[config.mk]
export PLATFORM = sky130hd
export DESIGN_NAME = r4_butterfly_pipe
export DESIGN_NICKNAME = d
export VERILOG_FILES = /design/src/rtl/r4_butterfly_pipe.sv
export SDC_FILE = /design/constraint.sdc
export NUM_CORES = 1
export LEC_CHECK = 0
export BUFFER_PORTS_ARGS = -buffer_cell sky130_fd_sc_hd__buf_4
export CELL_PAD_IN_SITES_DETAIL_PLACEMENT = 1
export CELL_PAD_IN_SITES_GLOBAL_PLACEMENT = 1
export CORE_UTILIZATION = 35
export DETAILED_ROUTE_END_ITERATION = 10
export GPL_ROUTABILITY_DRIVEN = 0
export HOLD_SLACK_MARGIN = 0.03
export PLACE_DENSITY = 0.76
export SYNTH_ARGS = -nofsm -noshare
export SYNTH_HDL_FRONTEND = slang
export SYNTH_SLANG_ARGS = --single-unit
[constraint.sdc]
create_clock -name CLK -period 2.7 [get_ports CLK]
set_input_delay 0.135 -clock CLK [delete_from_list [all_inputs] [get_ports CLK]]
set_output_delay 0.135 -clock CLK [all_outputs]
set_load 0.05 [all_outputs]
[src/rtl/r4_butterfly_pipe.sv]
// Radix-4 DIT butterfly, two register stages with valid/ready flow control.
// S1 forms the pairwise sums/differences a,b,c,d. S2 forms X0..X3, applies
// the inverse swap and the per-beat arithmetic right shift, and drives the
// outputs. beat_cnt counts output beats consumed downstream.
module r4_butterfly_pipe #(
  parameter int W  = 8,
  parameter int CW = 16
) (
  input  logic                CLK,
  input  logic                RST,
  input  logic                in_valid,
  output logic                in_ready,
  input  logic signed [W-1:0] xr0,
  input  logic signed [W-1:0] xr1,
  input  logic signed [W-1:0] xr2,
  input  logic signed [W-1:0] xr3,
  input  logic signed [W-1:0] xi0,
  input  logic signed [W-1:0] xi1,
  input  logic signed [W-1:0] xi2,
  input  logic signed [W-1:0] xi3,
  input  logic                inv,
  input  logic [1:0]          scale,
  output logic                out_valid,
  input  logic                out_ready,
  output logic signed [W+1:0] yr0,
  output logic signed [W+1:0] yr1,
  output logic signed [W+1:0] yr2,
  output logic signed [W+1:0] yr3,
  output logic signed [W+1:0] yi0,
  output logic signed [W+1:0] yi1,
  output logic signed [W+1:0] yi2,
  output logic signed [W+1:0] yi3,
  output logic [CW-1:0]       beat_cnt
);

  localparam int AW = W + 1;
  localparam int OW = W + 2;

  function automatic logic signed [AW-1:0] sx1(input logic signed [W-1:0] v);
    return {v[W-1], v};
  endfunction

  function automatic logic signed [OW-1:0] sx2(input logic signed [AW-1:0] v);
    return {v[AW-1], v};
  endfunction

  logic s1_valid, s2_valid;
  logic s1_en, s2_en;

  logic                 s1_inv;
  logic [1:0]           s1_scale;
  logic signed [AW-1:0] a_r, a_i, b_r, b_i, c_r, c_i, d_r, d_i;

  // A stage may load when it is empty or when its content moves on this cycle.
  assign s2_en     = !s2_valid || out_ready;
  assign s1_en     = !s1_valid || s2_en;
  assign in_ready  = s1_en && RST;
  assign out_valid = s2_valid;

  // S1: capture control and form the first-level sums and differences.
  always_ff @(posedge CLK) begin
    // NOTE: state is updated with non-blocking assignments so every register
    // samples the pre-edge values regardless of statement order.
    if (!RST) begin
      s1_valid <= 1'b0;
      s1_inv   <= 1'b0;
      s1_scale <= 2'd0;
      a_r      <= '0;
      a_i      <= '0;
      b_r      <= '0;
      b_i      <= '0;
      c_r      <= '0;
      c_i      <= '0;
      d_r      <= '0;
      d_i      <= '0;
    end else if (s1_en) begin
      s1_valid <= in_valid;
      s1_inv   <= inv;
      s1_scale <= scale;
      a_r      <= sx1(xr0) + sx1(xr2);
      a_i      <= sx1(xi0) + sx1(xi2);
      b_r      <= sx1(xr0) - sx1(xr2);
      b_i      <= sx1(xi0) - sx1(xi2);
      c_r      <= sx1(xr1) + sx1(xr3);
      c_i      <= sx1(xi1) + sx1(xi3);
      d_r      <= sx1(xr1) - sx1(xr3);
      d_i      <= sx1(xi1) - sx1(xi3);
    end
  end

  logic [1:0]           shamt;
  logic signed [OW-1:0] p_r, p_i, q_r, q_i;
  logic signed [OW-1:0] n_yr0, n_yr1, n_yr2, n_yr3;
  logic signed [OW-1:0] n_yi0, n_yi1, n_yi2, n_yi3;

  // S2 datapath: second-level sums, scaling shift and forward/inverse swap.
  always_comb begin
    // NOTE: every variable gets a value before any branch so no latch is inferred.
    shamt = s1_scale[1] ? 2'd2 : s1_scale;
    p_r   = (sx2(b_r) + sx2(d_i)) >>> shamt;
    p_i   = (sx2(b_i) - sx2(d_r)) >>> shamt;
    q_r   = (sx2(b_r) - sx2(d_i)) >>> shamt;
    q_i   = (sx2(b_i) + sx2(d_r)) >>> shamt;
    n_yr0 = (sx2(a_r) + sx2(c_r)) >>> shamt;
    n_yi0 = (sx2(a_i) + sx2(c_i)) >>> shamt;
    n_yr2 = (sx2(a_r) - sx2(c_r)) >>> shamt;
    n_yi2 = (sx2(a_i) - sx2(c_i)) >>> shamt;
    n_yr1 = p_r;
    n_yi1 = p_i;
    n_yr3 = q_r;
    n_yi3 = q_i;
    if (s1_inv) begin
      n_yr1 = q_r;
      n_yi1 = q_i;
      n_yr3 = p_r;
      n_yi3 = p_i;
    end
  end

  // S2: output register, held while the downstream stalls.
  always_ff @(posedge CLK) begin
    if (!RST) begin
      s2_valid <= 1'b0;
      yr0      <= '0;
      yr1      <= '0;
      yr2      <= '0;
      yr3      <= '0;
      yi0      <= '0;
      yi1      <= '0;
      yi2      <= '0;
      yi3      <= '0;
    end else if (s2_en) begin
      s2_valid <= s1_valid;
      yr0      <= n_yr0;
      yr1      <= n_yr1;
      yr2      <= n_yr2;
      yr3      <= n_yr3;
      yi0      <= n_yi0;
      yi1      <= n_yi1;
      yi2      <= n_yi2;
      yi3      <= n_yi3;
    end
  end

  // Count consumed output beats, wrapping naturally at 2^CW.
  always_ff @(posedge CLK) begin
    if (!RST) begin
      beat_cnt <= '0;
    end else if (out_valid && out_ready) begin
      beat_cnt <= beat_cnt + 1'b1;
    end
  end

endmodule

==> results.py, run 1 <==
metrics = {
    "status": {
        "outcome": "finished clean",
    },
    "timing": {
        "post-route-period-util": 0.958,
        "max_freq_mhz": 387,
        "slew-limit-headroom": 0.554,
        "setup_viol": 0,
        "slew_violations": 0,
        "final.setup.tns_ns": 0,
        "tightest_slew_ns": 0.666,
        "setup_ws_ns": 0.113,
        "period_minus_slack_ns": 2.59,
        "worst_hold_slack_ns": 0.0699,
        "skew_ns": 0.0149,
        "hold_viol": 0,
    },
    "setup_path": {
        "worstReg2RegStart": "a_i[0]",
        "slowest_stage": "mux4_2",
        "cp-end-kind": "flip-flop",
        "critPathRequiredTime_ns": 3.04,
        "worstSetupPathDepth": 10,
        "crit_arrival_ns": 2.93,
        "start_kind": "flip-flop",
        "path_max_fanout": 4,
        "critical-path-max-stage-delay_ns": 0.46,
        "path_buf_inv": 1,
        "worstPathCellList": "inv_1 -> ha_1 -> fa_2 -> nor2b_2 -> o31a_1 -> o21a_1 -> nor2_2 -> xnor2_2 -> mux4_2 -> a221o_1",
        "path_delay_family": "compound AO/OA/AOI/OAI gates",
        "crit_start": "a_i[0]",
        "worstSetupPathType": "flip-flop to flip-flop",
        "endpoint": "yi1[5]",
        "r2r_end": "yi1[5]",
        "ff2ff_path_depth": 10,
        "r2r_slack_ns": 0.11,
    },
    "layout": {
        "layout.nets": 2045,
        "fillCellCount": 4498,
        "final_core_util": 0.430,
        "layout-drive-gt1-share": 0.174,
        "antenna_cells": 0,
        "area_growth_pct": 20.5,
        "design_area_um2": 15800,
    },
    "die": {
        "core_um2": 36700,
        "dieArea_um2": 38200,
        "die_w_um": 195,
        "start_util": 0.356,
        "rows": 70,
        "die-height_um": 195,
        "io_pins": 169,
    },
    "clocking": {
        "cts_made_buffers": 17,
        "cts_root_buf": "clkbuf_16",
        "ctsLongestPathBuffers": 2,
        "insertion_delay_ns": 0.46,
        "cts.sinks": 169,
        "clkTransAtPathRegs_ns": 0.08,
        "cts_tree": "yes",
        "h-tree-depth": 4,
    },
    "global_route": {
        "antenna_found_initial": 0,
        "grt_pass1_vias": 12712,
        "grt_usage": 0.238,
        "grt_pass1_wl_um": 72000,
        "grt_max_degree": 57,
        "grt_overflow_total": 0,
    },
    "routing": {
        "drt_iter0_drc": 783,
        "routed_wl_um": 45600,
        "vias": 12771,
        "detail_route.first_pass.iterations": 6,
        "post_drt_wl_per_cell_um": 19.8,
        "via_per_inst": 5.55,
        "ant_nets": 0,
        "drc": 0,
    },
    "placed_design": {
        "place_area_um2": 15000,
        "dp_slack_ns": -0.00833,
        "hpwl_um": 36200,
        "portBuffers": 168,
    },
    "pwr": {
        "seq_power_share": 0.291,
        "pwr-share-clk": 0.219,
        "p_leak_nw": 7.00,
        "power.switching_mw": 4.83,
        "p_comb_frac": 0.490,
        "irDropWorstVdd_mv": 0.465,
        "p_int_mw": 6.08,
        "swShare": 0.443,
        "pwr_density_cell_nw_per_um2": 692,
    },
    "logic_synthesis": {
        "ys_ff_latch": 169,
        "syn_avg_cell_area_um2": 7.85,
        "ys.warnings.count": 0,
        "async_flop_share": 0,
        "yosysTopAreaCellShare": 0.259,
        "ys_seq_area_frac": 0.259,
        "synth_nets": 1890,
        "synth_area_um2": 13100,
        "yosysUniqueCellTypes": 71,
        "ys_top_cells_by_area": "dfxtp_1 26%, ha_1 13%, nor2_1 5.2%",
        "yosys_most_used_dff": "dfxtp_1",
        "synth_edf_count": 0,
        "synth_top_area_cell": "dfxtp_1",
        "yosysMostFrequentCell": "nor2_1",
        "synth_common_cells": "181 x nor2_1, 169 x dfxtp_1, 137 x ha_1",
        "syn_inst": 1666,
    },
    "job": {
        "max-cap-violations": 0,
    },
    "min_path": {
        "hp-class": "primary input to flip-flop",
    },
}
==> state kept, by name (all words and copies together) (netlist names) <==
name / flops
yr1: 10
b_r: 8
yr3: 10
s1_valid: 1
out_valid: 1
a_r: 9
yi1: 10
yi3: 10
s1_scale: 2
d_i: 8
c_i: 9
s1_inv: 1
yi0: 10
b_i: 8
beat_cnt: 16
c_r: 9
yr0: 10
a_i: 9
yr2: 10
yi2: 10
d_r: 8
==> layout make-up <==
type | count | area (um^2) | area share
multi-input cells | 1266 | 8960 | 0.568
flip-flops and latches | 169 | 3390 | 0.215
repair buffers | 233 | 1770 | 0.113
well taps | 468 | 586 | 0.0371
inverters | 134 | 505 | 0.0321
clock buffers | 19 | 443 | 0.0281
clock inverters | 13 | 108 | 0.00682
==> repair_timing <==
item,in CTS,in global routing
pin swaps,0,5
hold buffers,5,0
hold endpoints to repair,5,0
resized for setup,2,29
endpoints found under the setup margin,3,24
buffers inserted,0,3
==> kinds of logic after synthesis <==
group                      Yosys count  synth area share
DFF                                169             0.259
AOI/OAI and AO/OA                  484             0.248
and+or+nand+nor                    511             0.182
buffers and inverters              231            0.0676
adders and majority gates          153             0.156
muxes                               38            0.0352
xor gates and xnor gates            80            0.0536
==> worst min path at each step <==
stage / startpoint / end / slack [ns] / cells past startpoint
6_report: RST / b_i[8] / 0.07 / 3
5_1_grt: RST / b_i[8] / 0.07 / 3
4_1_cts: RST / b_i[8] / 0.06 / 3
3_5_place_dp: in_valid / s1_valid / 0.37 / 3
3_3_place_gp: in_valid / s1_valid / 0.37 / 3
2_1_floorplan: in_valid / s1_valid / 0.26 / 2
==> power groups by stage <==
stage	Combinational, mW	Sequential [mW]	Clock [mW]
2_1_floorplan	2.72	3.97	0
3_3_place_gp	5.00	3.21	0
3_5_place_dp	5.13	3.23	0
4_1_cts	5.19	3.17	2.42
5_1_grt	5.75	3.21	2.52
6_report	5.35	3.17	2.39
==> metrics by stage <==
stage	std cells	total power, mW
CTS	2299	10.8
finish	2302	10.9
global route	2302	11.5
floorplan	1666	6.69
detailed placement	2262	8.36
global placement	2262	8.21
==> worst register-to-register path: cells and delay by family, from the launching register on <==
kind,cells,cell delay [ns]
AOI/OAI and AO/OA,3,0.64
DFF,1,0.34
muxes,1,0.46
adders and majority gates,2,0.61
buffers and inverters,1,0.08
and+or+nand+nor,2,0.20
xor gates and xnor gates,1,0.16
==> placed cells by master (no fill, tap or decap), types with 6 or more instances in the layout <==
cell,n
a211oi_1,53
a21o_1,10
a21oi_1,124
a221oi_1,16
a311oi_1,11
and3_1,11
buf_4,227
clkbuf_16,17
dfxtp_1,164
fa_1,14
ha_1,133
inv_1,128
inv_6,7
mux2i_1,28
mux4_2,6
nand2_1,125
nand2b_1,22
nand3_1,44
nand3b_1,9
nor2_1,181
nor2b_1,26
nor3_1,38
nor3b_1,6
o2111ai_1,10
o211ai_1,26
o21a_1,21
o21ai_0,83
o21ai_1,15
o21bai_1,14
o221ai_1,8
o311ai_1,10
o31a_1,9
o31ai_1,8
or3_1,16
xnor2_1,51
xor2_1,24
==> layer usage <==
metal	vias to the layer above	wire, um	track usage
met5	-	0	0
met4	0	1010	0.0729
met3	49	2240	0.0351
met2	356	19600	0.367
met1	6170	22700	0.341
li1	6196	-	-
Power figures use the tool's default switching activity.
==> run 2, diff against run 1 <==
==> constraint.sdc (replaced) <==
create_clock -name CLK -period 2.7 [get_ports CLK]
set_input_delay 0.54 -clock CLK [delete_from_list [all_inputs] [get_ports CLK]]
set_output_delay 0.54 -clock CLK [all_outputs]
set_load 0.05 [all_outputs]
==> run 2 against run 1 <==
Clock power up 5%; first-iteration DRC count increased by 13%; total power rose by 1.4%; flip-flop and latch count stayed put; die area is the same; combinational power is essentially flat; final cell count stayed put; cell area hardly changed; worst hold slack improved by 0.25 ns; highest routed layer unchanged.
==> results.py, run 2 (same netlist as run 1, synthesis figures left out) <==
metrics = {
    "clocking": {
        "insertion_delay_ns": 0.45,
        "cts_tree": "yes",
        "cts_made_buffers": 17,
        "clkTransAtPathRegs_ns": 0.07,
        "h-tree-depth": 4,
        "ctsLongestPathBuffers": 2,
        "ctsHoldBuffers": 0,
        "cts.sinks": 169,
        "cts_root_buf": "clkbuf_16",
    },
    "pwr": {
        "p_leak_nw": 7.01,
        "irDropWorstVdd_mv": 0.396,
        "pwr_density_cell_nw_per_um2": 701,
    },
    "timing": {
        "grt_setup_unrepaired": "yes",
        "tightest_slew_ns": 0.862,
        "hold_viol": 0,
        "slew-limit-headroom": 0.423,
        "skew_ns": 0.0145,
        "worst_hold_slack_ns": 0.317,
        "slew_violations": 0,
        "post-route-period-util": 0.989,
        "period_minus_slack_ns": 2.67,
        "setup_viol": 0,
        "max_freq_mhz": 374,
    },
    "setup_path": {
        "critPathRequiredTime_ns": 3.04,
        "path_buf_inv": 0,
        "r2r_slack_ns": 0.03,
        "cp-end-kind": "flip-flop",
        "path_max_fanout": 4,
        "crit_arrival_ns": 3.02,
        "path_delay_family": "compound AO/OA/AOI/OAI gates",
        "slowest_stage": "or4_1",
        "start_kind": "flip-flop",
        "worstPathCellList": "ha_1 -> or4_1 -> o22ai_1 -> o31a_1 -> nor2_1 -> a221o_1 -> a221oi_1",
        "worstSetupPathType": "flip-flop to flip-flop",
        "critical-path-max-stage-delay_ns": 0.55,
    },
    "min_path": {
        "hp-class": "primary input to flip-flop",
    },
    "routing": {
        "detail_route.first_pass.iterations": 5,
        "via_per_inst": 5.58,
        "routed_wl_um": 45800,
        "drc": 0,
        "vias": 12834,
        "post_drt_wl_per_cell_um": 19.9,
        "drt_iter0_drc": 881,
        "ant_nets": 0,
    },
    "layout": {
        "fillCellCount": 4416,
        "layout.nets": 2047,
        "area_growth_pct": 20.6,
        "layout-drive-gt1-share": 0.175,
        "largest_reg_flops": 16,
        "seq_area_um2": 3390,
        "final_cell_mix": "232 x buf_4, 181 x nor2_1, 163 x dfxtp_1",
        "final_common_cell": "buf_4",
        "final_core_util": 0.430,
        "top_register": "beat_cnt",
        "antenna_cells": 0,
        "stdcell_count": 2302,
        "multi_input_area_um2": 8920,
        "design_area_um2": 15800,
    },
    "global_route": {
        "grt_pass1_vias": 12828,
        "grt_pass1_wl_um": 71600,
        "grt_usage": 0.238,
        "antenna_found_initial": 0,
        "grt_max_degree": 67,
        "grt_overflow_total": 0,
    },
    "placed_design": {
        "portBuffers": 168,
        "place_area_um2": 15100,
        "place_inst": 2266,
        "hpwl_um": 36000,
    },
    "die": {
        "io_pins": 169,
        "dieArea_um2": 38200,
        "rows": 70,
        "start_util": 0.356,
        "die-height_um": 195,
        "core_um2": 36700,
        "die_w_um": 195,
    },
    "status": {
        "outcome": "finished clean",
    },
    "job": {
        "max-cap-violations": 0,
    },
}
## run 2: cell types whose count changed in the layout (fill, tap and decap cells not counted), sizes merged
cell | previous run | this run
bufinv | 0 | 2
buf | 228 | 235
inv | 142 | 138
dlygate4sd3 | 5 | 0
clkbuf | 19 | 17
clkinvlp | 1 | 3
## run 2: layer usage
metal	vias up	part of all wire	GRT usage	wire length, um
met5	-	0	0	0
met4	0	0.018	0.0677	833
met3	45	0.038	0.0252	1740
met2	323	0.43	0.365	19900
met1	6282	0.51	0.348	23300
li1	6184	-	-	-
## run 2: report_power, final
part	leakage (nW)	internal [mW]	switching (mW)
Clock	0.272	1.36	1.16
Combinational	5.33	1.99	3.38
Sequential	1.40	2.87	0.305
Total	7.01	6.22	4.85
## run 2: what timing repair did
action | CTS | global route
setup endpoints to repair | 8 | 17
cloned | 0 | 0
pin swaps | 1 | 8
buffers inserted | 1 | 5
endpoints found under the hold margin | 0 | 0
resized for setup | 5 | 23
## run 2: layout make-up
class	instances	area share
Tap cell	468	0.0371
Multi-Input combinational cell	1266	0.565
Clock inverter	13	0.00920
Inverter	134	0.0322
Timing Repair Buffer	235	0.114
Sequential cell	169	0.215
Clock buffer	17	0.0270
## run 2: worst paths after layout
kind / start / to / cells past startpoint
min reg2reg: yr0[2] / yr0[2] / 2
min: in_valid / s1_valid / 3
max: b_r[6] / yr1[7] / 7
max reg2reg: b_r[6] / yr1[7] / 7
## run 2: worst register-to-register path, cell delays in order, from the launching register on
cell and delay (ns):
dfxtp_1 0.37, ha_1 0.29, or4_1 0.55, o22ai_1 0.40, o31a_1 0.31, nor2_1 0.07, a221o_1 0.33, a221oi_1 0.25
## run 2: through the flow
stage | power, mW | TNS [ns] | setup slack, ns
floorplan | 6.69 | 0 | 0.0667
global placement | 8.23 | 0 | 0.0199
detailed placement | 8.40 | -0.127 | -0.0633
CTS | 11.0 | 0 | 0.0143
global route | 11.6 | -0.182 | -0.0468
finish | 11.1 | 0 | 0.0286
